<file path="src/rtl/mem_arbiter_pkg.sv">
`default_nettype none
// ============================================================================
// Module      : mem_arbiter_pkg
// Description : Shared types and constants for the two-master memory bus
//               arbiter: FSM state encoding, master indices, the data word
//               returned on a forced (timed-out) completion, and the
//               arbitration helper used in the IDLE state.
// Revision    : 1.0 - initial release
// ============================================================================
package mem_arbiter_pkg;

  // Arbiter state: IDLE between transfers, GNTx while master x owns the bus.
  typedef enum logic [1:0] {
    IDLE = 2'd0,
    GNT0 = 2'd1,
    GNT1 = 2'd2
  } arb_state_e;

  localparam logic MASTER_0 = 1'b0;
  localparam logic MASTER_1 = 1'b1;

  // Read data handed back to a master whose transfer was forcibly terminated.
  localparam logic [31:0] BUS_ERR_DATA = 32'hdeadbeef;

  // Picks the next state out of IDLE. On a tie the master that was NOT
  // granted most recently wins, which yields strict alternation under load.
  function automatic arb_state_e arb_pick(input logic v0, input logic v1,
                                          input logic last_grant);
    arb_state_e nxt;
    nxt = IDLE;
    if (v0 && v1) begin
      nxt = (last_grant == MASTER_0) ? GNT1 : GNT0;
    end else if (v0) begin
      nxt = GNT0;
    end else if (v1) begin
      nxt = GNT1;
    end
    return nxt;
  endfunction

endpackage
`default_nettype wire

</file>
<file path="src/rtl/bus_timeout_ctr.sv">
`default_nettype none
// ============================================================================
// Module      : bus_timeout_ctr
// Description : Stall counter for a granted bus transfer. Only instantiated
//               by mem_arbiter when BUS_TIMEOUT_EN is defined.
//   clk, reset_n : clock, asynchronous active-low reset
//   clr          : zero the count (held while the arbiter is idle, so every
//                  grant starts from 0)
//   en           : the transfer is waiting on the slave this cycle
//   expired      : this waiting cycle is number TIMEOUT_CYCLES of the grant;
//                  the arbiter terminates the transfer in this same cycle
// Revision    : 1.0 - initial release
// ============================================================================
module bus_timeout_ctr #(
  parameter int TIMEOUT_CYCLES = 255
) (
  input  logic clk,
  input  logic reset_n,
  input  logic clr,
  input  logic en,
  output logic expired
);

  localparam int CNT_W = $clog2(TIMEOUT_CYCLES + 1);
  // The count holds the number of stall cycles already completed, so the
  // limit is reached during the cycle in which the count equals LIMIT-1.
  localparam logic [CNT_W-1:0] LAST_COUNT = CNT_W'(TIMEOUT_CYCLES - 1);

  logic [CNT_W-1:0] count_q;
  logic [CNT_W-1:0] count_d;

  always_comb begin
    count_d = count_q;
    if (clr) begin
      count_d = '0;
    end else if (en) begin
      count_d = count_q + CNT_W'(1);
    end
  end

  assign expired = en && !clr && (count_q == LAST_COUNT);

  always_ff @(posedge clk or negedge reset_n) begin
    if (!reset_n) begin
      count_q <= '0;
    end else begin
      count_q <= count_d;
    end
  end

endmodule
`default_nettype wire

</file>
<file path="src/rtl/mem_arbiter.sv">
`default_nettype none
// ============================================================================
// Module      : mem_arbiter
// Description : Round-robin arbiter sharing one picorv32-style memory bus
//               between master 0 (CPU) and master 1 (DMA). Grants are
//               registered and held until the slave completes; one idle
//               cycle separates consecutive grants.
//               Optional feature macro: BUS_TIMEOUT_EN - terminates a
//               transfer that waits TIMEOUT_CYCLES for s_ready, returning
//               BUS_ERR_DATA and latching a sticky error + address.
//   clk, reset_n        : clock, asynchronous active-low reset
//   m{0,1}_valid/instr/addr/wdata/wstrb : master requests
//   m{0,1}_ready/rdata  : per-master completion pulse and read data
//   s_valid/instr/addr/wdata/wstrb      : request towards the decoder
//   s_ready, s_rdata    : OR'd slave ready and muxed slave read data
//   bus_err, bus_err_addr : sticky timeout flag and first failing address
// Revision    : 1.0 - initial release
// ============================================================================
module mem_arbiter
  import mem_arbiter_pkg::*;
#(
  parameter int TIMEOUT_CYCLES = 255
) (
  input  logic        clk,
  input  logic        reset_n,
  input  logic        m0_valid,
  input  logic        m0_instr,
  input  logic [31:0] m0_addr,
  input  logic [31:0] m0_wdata,
  input  logic [3:0]  m0_wstrb,
  output logic        m0_ready,
  output logic [31:0] m0_rdata,
  input  logic        m1_valid,
  input  logic        m1_instr,
  input  logic [31:0] m1_addr,
  input  logic [31:0] m1_wdata,
  input  logic [3:0]  m1_wstrb,
  output logic        m1_ready,
  output logic [31:0] m1_rdata,
  output logic        s_valid,
  output logic        s_instr,
  output logic [31:0] s_addr,
  output logic [31:0] s_wdata,
  output logic [3:0]  s_wstrb,
  input  logic        s_ready,
  input  logic [31:0] s_rdata,
  output logic        bus_err,
  output logic [31:0] bus_err_addr
);

  arb_state_e state_q;
  arb_state_e state_d;
  logic       last_grant_q;
  logic       last_grant_d;

  logic        req_valid;  // granted master's valid, before timeout masking
  logic        timeout;    // forced completion this cycle
  logic        done;       // transfer completes this cycle
  logic [31:0] rdata_sel;

  // Only the granted master feeds the bus, so the other master's inputs
  // never reach any output combinationally.
  always_comb begin
    req_valid = 1'b0;
    s_instr   = 1'b0;
    s_addr    = '0;
    s_wdata   = '0;
    s_wstrb   = '0;
    case (state_q)
      GNT0: begin
        req_valid = m0_valid;
        s_instr   = m0_instr;
        s_addr    = m0_addr;
        s_wdata   = m0_wdata;
        s_wstrb   = m0_wstrb;
      end
      GNT1: begin
        req_valid = m1_valid;
        s_instr   = m1_instr;
        s_addr    = m1_addr;
        s_wdata   = m1_wdata;
        s_wstrb   = m1_wstrb;
      end
      default: ;
    endcase
  end

  // A timeout withdraws the request from the slaves in the cycle it fires.
  // A stray s_ready while s_valid is low is masked out of done.
  assign s_valid   = req_valid & ~timeout;
  assign done      = (s_valid & s_ready) | timeout;
  assign rdata_sel = timeout ? BUS_ERR_DATA : s_rdata;

  assign m0_ready  = done & (state_q == GNT0);
  assign m1_ready  = done & (state_q == GNT1);
  assign m0_rdata  = (state_q == GNT0) ? rdata_sel : '0;
  assign m1_rdata  = (state_q == GNT1) ? rdata_sel : '0;

  always_comb begin
    state_d      = state_q;
    last_grant_d = last_grant_q;
    case (state_q)
      IDLE: begin
        state_d = arb_pick(m0_valid, m1_valid, last_grant_q);
        if (state_d == GNT0) begin
          last_grant_d = MASTER_0;
        end else if (state_d == GNT1) begin
          last_grant_d = MASTER_1;
        end
      end
      // Leave on completion, or when the owner abandons its request.
      GNT0, GNT1: begin
        if (done || !req_valid) begin
          state_d = IDLE;
        end
      end
      default: state_d = IDLE;
    endcase
  end

  // last_grant resets to master 1 so master 0 wins the first tie.
  always_ff @(posedge clk or negedge reset_n) begin
    if (!reset_n) begin
      state_q      <= IDLE;
      last_grant_q <= MASTER_1;
    end else begin
      state_q      <= state_d;
      last_grant_q <= last_grant_d;
    end
  end

`ifdef BUS_TIMEOUT_EN
  logic        bus_err_q;
  logic        bus_err_d;
  logic [31:0] bus_err_addr_q;
  logic [31:0] bus_err_addr_d;

  // The count enable uses the unmasked request so that the expiry does not
  // feed back through s_valid. s_ready in the expiry cycle suppresses it.
  bus_timeout_ctr #(
    .TIMEOUT_CYCLES(TIMEOUT_CYCLES)
  ) u_timeout_ctr (
    .clk     (clk),
    .reset_n (reset_n),
    .clr     (state_q == IDLE),
    .en      (req_valid & ~s_ready),
    .expired (timeout)
  );

  // Sticky until reset; only the first failing address is kept.
  always_comb begin
    bus_err_d      = bus_err_q | timeout;
    bus_err_addr_d = bus_err_addr_q;
    if (timeout && !bus_err_q) begin
      bus_err_addr_d = s_addr;
    end
  end

  always_ff @(posedge clk or negedge reset_n) begin
    if (!reset_n) begin
      bus_err_q      <= 1'b0;
      bus_err_addr_q <= '0;
    end else begin
      bus_err_q      <= bus_err_d;
      bus_err_addr_q <= bus_err_addr_d;
    end
  end

  assign bus_err      = bus_err_q;
  assign bus_err_addr = bus_err_addr_q;
`else
  // Without the timeout a granted transfer waits for the slave forever.
  logic unused_timeout_cfg;
  assign unused_timeout_cfg = (TIMEOUT_CYCLES == 0);
  assign timeout      = 1'b0;
  assign bus_err      = 1'b0;
  assign bus_err_addr = '0;
`endif

endmodule
`default_nettype wire

</file>
<file path="config.mk">
export PLATFORM = sky130hd
export DESIGN_NAME = mem_arbiter
export DESIGN_NICKNAME = d
export VERILOG_FILES = /design/src/rtl/mem_arbiter_pkg.sv /design/src/rtl/bus_timeout_ctr.sv /design/src/rtl/mem_arbiter.sv
export SDC_FILE = /design/constraint.sdc
export NUM_CORES = 1
export LEC_CHECK = 0
export CAP_MARGIN = 30
export CORE_AREA = 2 2 134 136
export DETAILED_ROUTE_END_ITERATION = 10
export DIE_AREA = 0 0 136 138
export GPL_ROUTABILITY_DRIVEN = 0
export PLACE_DENSITY = 0.46
export SLEW_MARGIN = 20
export SYNTH_ARGS = -nofsm -noshare
export SYNTH_HDL_FRONTEND = slang
export SYNTH_SLANG_ARGS = --single-unit
</file>
<file path="constraint.sdc">
create_clock -name clk -period 4.3 [get_ports clk]
set_input_delay 0.645 -clock clk [delete_from_list [all_inputs] [get_ports clk]]
set_output_delay 0.645 -clock clk [all_outputs]
set_load 0.02 [all_outputs]
</file>
# After elaboration in Yosys (flattened, before gate mapping)
# Index checks and enable logic that the tools add are counted.
dict set report totals {
  output_inout_bits 169
  in_bits 175
  regBits 3
  word_cells 33
}
dict set report op_classes {
  n_reduce_logical 7
  bitwise_logic 3
  muxes 16
  eq_ne 5
}
# op n
set op_table {}
lappend op_table {{$pmux W32 S2} 2}
lappend op_table {{$mux W32} 2}
lappend op_table {{$mux W2} 6}
lappend op_table {{$pmux W4 S2} 1}
lappend op_table {{$eq A2 B1 Y1 const B} 2}
lappend op_table {{$eq A2 B2 Y1 const B} 2}
lappend op_table {{$pmux W1 S2} 2}
lappend op_table {{$pmux W2 S2} 1}
lappend op_table {{$and A1 B1 Y1} 3}
lappend op_table {{$logic_not A2 Y1} 1}
lappend op_table {{$mux W1} 2}
lappend op_table {{$ne A2 B2 Y1 const B} 1}
lappend op_table {{$reduce_and A2 Y1} 1}
lappend op_table {{$reduce_bool A2 Y1} 1}
lappend op_table {{$reduce_or A2 Y1} 1}
lappend op_table {{$logic_and A1 B1 Y1} 1}
lappend op_table {{$logic_not A1 Y1} 1}
lappend op_table {{$logic_or A1 B1 Y1} 1}

# Logic depth before layout (Yosys ltp)
dict set report logic_depth {
  depth_word 7
  mapped_depth 6
  mapped_depth_nobuf 5
}

# Least setup slack after synthesis
# OpenSTA, ideal clock, no wires.
dict set report synth_path {
  kind {reg2out}
  from {register state_q[0]}
  to {output port m0_ready}
  path_buffers 0
  path_stages_with_launch 5
  arrival_ps 1486
  setup_slack_ps 2169
  t_required_ps 3655
  cell_sequence {dfrtp_1 inv_1 ha_1 nor2b_1 and3_1}
}
dict set report synth_between {
  elab_chain_len 4
  elab_cells_between_ends 5
  classes_between {2 x eq/ne; 1 x mux; 2 x bitwise}
}
# element line_no
set synth_lines {}
lappend synth_lines {{start, declared} mem_arbiter.sv:51} ;# arb_state_e state_q;
lappend synth_lines {{start signal, assigned} mem_arbiter.sv:127} ;# state_q <= state_d;
lappend synth_lines {{$eq A2 B2 Y1 / $eq A2 B1 Y1 (equally long branches)} mem_arbiter.sv:69} ;# case (state_q)
lappend synth_lines {{$pmux W1 S2 *} mem_arbiter.sv:69}
lappend synth_lines {{net s_valid} mem_arbiter.sv:40} ;# output logic s_valid,
lappend synth_lines {{$and A1 B1 Y1 *} mem_arbiter.sv:91} ;# assign done = (s_valid & s_ready) | timeout;
lappend synth_lines {{$and A1 B1 Y1 *} mem_arbiter.sv:94} ;# assign m0_ready = done & (state_q == GNT0);
lappend synth_lines {{end, declared} mem_arbiter.sv:31} ;# output logic m0_ready,
# The timed path passes the listed nets; every way through them passes the cells marked *.

# Worst setup path in the final report
dict set report layout_path {
  from {register state_q[0]}
  to {output port s_wdata[16]}
}
dict set report layout_between {
  elab_chain_len 2
  elab_cells_between_ends 3
  classes_between {2 x eq/ne; 1 x mux}
}
# element line_no
set layout_lines {}
lappend layout_lines {{$eq A2 B2 Y1 / $eq A2 B1 Y1 (equally long branches)} mem_arbiter.sv:69}
lappend layout_lines {{$pmux W32 S2 *} mem_arbiter.sv:69}
lappend layout_lines {{end, declared} mem_arbiter.sv:43} ;# output logic [31:0] s_wdata,
# Mark *: on every way between the ends. The rest lies on a longest branch, timed or not.

==> metrics.md <==
| Metric | Value |
|---|---|
| Status | `complete, no violations` |
| Filler cells | `1859` |
| HPWL Detailed | `9540 um` |
| IO buf count | `310` |
| Slew headroom | `55.1%` |
| DRC viols | `0` |
| GRT overflow | `0` |
| Sequential cell area | `76.3 um2` |
| Largest cells by area after synthesis | `a22oi_1 (27%), nor2b_1 (23%), and2_1 (21%)` |
| Reg2reg path depth | `5` |
| Initial antenna violation count | `0` |
| Hold_buf cts | `0` |
| Diodes inserted | `0` |
| Hold path cells | `2` |
| Leakage | `1.81 nW` |
| Num rows | `49` |
| Yosys top cell by area | `a22oi_1` |
| Maxcap violations | `0` |
| Number of buffers created by CTS | `3` |
| Later-pin clock latency in the skew report | `0.23 ns` |
| Routed vias | `3042` |
| Final ANT Viol Nets | `0` |
| Netlist cell types | `18` |
| Final instance area | `5230 um2` |
| Final WL | `11700 um` |
| VDD IR max | `0.205 mV` |
| Most common flop cell mapped by yosys | `dfrtp_1` |
| Placed cell area | `5150 um2` |
| Sequential fraction of the synthesis area | `3.94%` |
| Setup Skew | `0.00127 ns` |
| Final setup fails | `0` |
| Crit share post-route | `78.3%` |
| CTS Buffer Depth | `2` |
| CP Cell Sequence | `inv_1, ha_4, buf_4, a22oi_1, nor2b_1, clkdlybuf4s50_1` |
| Vias per cell | `3.78` |
| CP required | `3.65 ns` |
| TritonCTS clock tree | `yes` |
| Die Y | `138 um` |
| CTS Sinks | `3` |
| RSZ-0062 raised after global routing | `false` |
| Final hold violation count | `0` |
| Fin nets | `754` |
| First-pass GRT wire length | `17400 um` |
| Die ar. | `18800 um2` |
| Fmax | `0.297 GHz` |
| 1st-iter DRT viols | `131` |
| Area delta synth->final | `169%` |
| Pwr Density | `406 nW/um2` |
| Synth cell count leaders | `a22oi_1 (70), nor2b_1 (70), and2_1 (64)` |
| WS Path Type | `reg -> out` |
| Vias in the first global route | `2998` |
| Arr. time, crit path | `2.72 ns` |
| Starting Density | `11.1%` |
| H-tree depth | `1` |
| Total core area | `17500 um2` |
| Top-Level Pins | `344` |
| Total track usage | `11.5%` |
| Root buf cell | `clkbuf_16` |
| Setup Buffers After CTS | `0` |
| Ys async rst share | `100%` |
| Max Slew Vio Count | `0` |
| Fraction of final layout cells sized beyond drive strength 1 | `2.09%` |
| Max stage delay on crit path | `0.64 ns` |
| Setup TNS | `0 ns` |
| # resized after CTS | `0` |
| Slew @ Worst Pin | `0.673 ns` |
| Pre-Repair DR Iteration Count | `4` |
| Startpoint types | `flop` |
| Cell area after synthesis | `1940 um2` |
| Wire per inst | `14.6 um` |
| Synthesized instance count | `287` |
| Die Width | `136 um` |
| Max FO, Critical Path | `61` |
| Yosys warns | `0` |
| HP Class | `reg -> reg` |
| Largest net degree at the start of global routing | `62` |
| Syn_area_per_cell | `6.76 um2` |
| Critical path endpoint category | `primary output` |
| #FFs+latches synth | `3` |
| Crit path time final | `3.37 ns` |
| Multi-input logic area | `1630 um2` |
| Number of flops mapped to enable cells by yosys | `0` |
| Worst path slowest cell | `clkdlybuf4s50_1` |
| Synth top area share | `27.1%` |
| Worst-path clk slew | `0.03 ns` |
==> flip-flops by register name, indices dropped and copies added, names as in the netlist <==
signal,cells
last_grant_q,1
state_q,2
==> logic make-up (layout without fill, tap and decap cells) <==
kind of cell,count (synthesis),after routing,share of synthesized area [%]
AO/OA/AOI/OAI,73,73,27.9
adder cells (fa/ha/maj),3,3,1.94
buffers and inverters,65,321,19.8
flip-flops,3,3,3.94
multiplexers,2,2,1.16
other,1,33,0.193
AND/OR/NAND/NOR,140,140,45.1
==> metal layers <==
metal  global-route usage (%)  vias to the layer above  share of wire [%]
met5                        0                        -                  0
met4                     1.86                        0                1.3
met2                     22.1                      145                 55
met3                     2.05                       12                6.6
met1                     13.2                     1392                 38
li1                         -                     1493                  -
==> power breakdown <==
part           internal, mW  switching (mW)  total (mW)
Clock                 0.122          0.0270       0.150
Combinational         0.941           0.972        1.91
Sequential           0.0434          0.0134      0.0568
Total                  1.11            1.01        2.12
==> layout by cell type (no fill, tap or decap), drive strengths merged <==
cell type / Yosys / layout
nand2: 3 / 3
a21oi: 2 / 2
clkbuf: 14 / 4
dfstp: 1 / 1
dfrtp: 2 / 2
nor3b: 1 / 1
conb: 1 / 33
ha: 3 / 3
buf: 48 / 4
and2: 64 / 64
a22oi: 70 / 70
inv: 3 / 3
and3: 2 / 2
mux2: 2 / 2
clkdlybuf4s50: 0 / 310
o21ai: 1 / 1
nor2b: 70 / 70
==> worst max-delay path, delay by kind of cell (launching register included) <==
family / cells / cell delay [ns]
AOI/OAI and AO/OA: 1 / 0.12
buffers and inverters: 3 / 1.22
adders and majority gates: 1 / 0.59
DFF: 1 / 0.41
and+or+nand+nor: 1 / 0.14
==> metrics by stage <==
step / utilization [%] / hold slack [ns] / power (mW) / worst slack (ns) / cells
after global placement: 29.3 / 0.492 / 1.99 / 1.13 / 800
after detailed placement: 29.3 / 0.498 / 2.00 / 1.10 / 800
after global routing: 29.8 / 0.547 / 2.27 / 0.703 / 804
after floorplan: - / 0.349 / 1.13 / 2.17 / 319
final: 29.8 / 0.500 / 2.12 / 0.933 / 804
after CTS: 29.8 / 0.502 / 2.15 / 0.856 / 804
==> worst paths after layout <==
path	slack, ns	endpoint	start
hold reg to reg	0.50	last_grant_q	last_grant_q
setup / recovery	0.93	s_wdata[16]	state_q[0]
hold / removal	0.50	last_grant_q	last_grant_q
max in group asynchronous	3.48	last_grant_q	reset_n
setup reg to reg	2.21	state_q[1]	state_q[0]
min in group asynchronous	0.60	state_q[0]	reset_n
==> area by class of cell <==
cell class	count	area share, %
multi-input cells	251	31.1
inverters	3	0.216
repair buffers	314	60.2
clock buffers	4	1.51
well taps	229	5.48
flip-flops and latches	3	1.46
No activity file was read; power rests on OpenSTA's default activity.
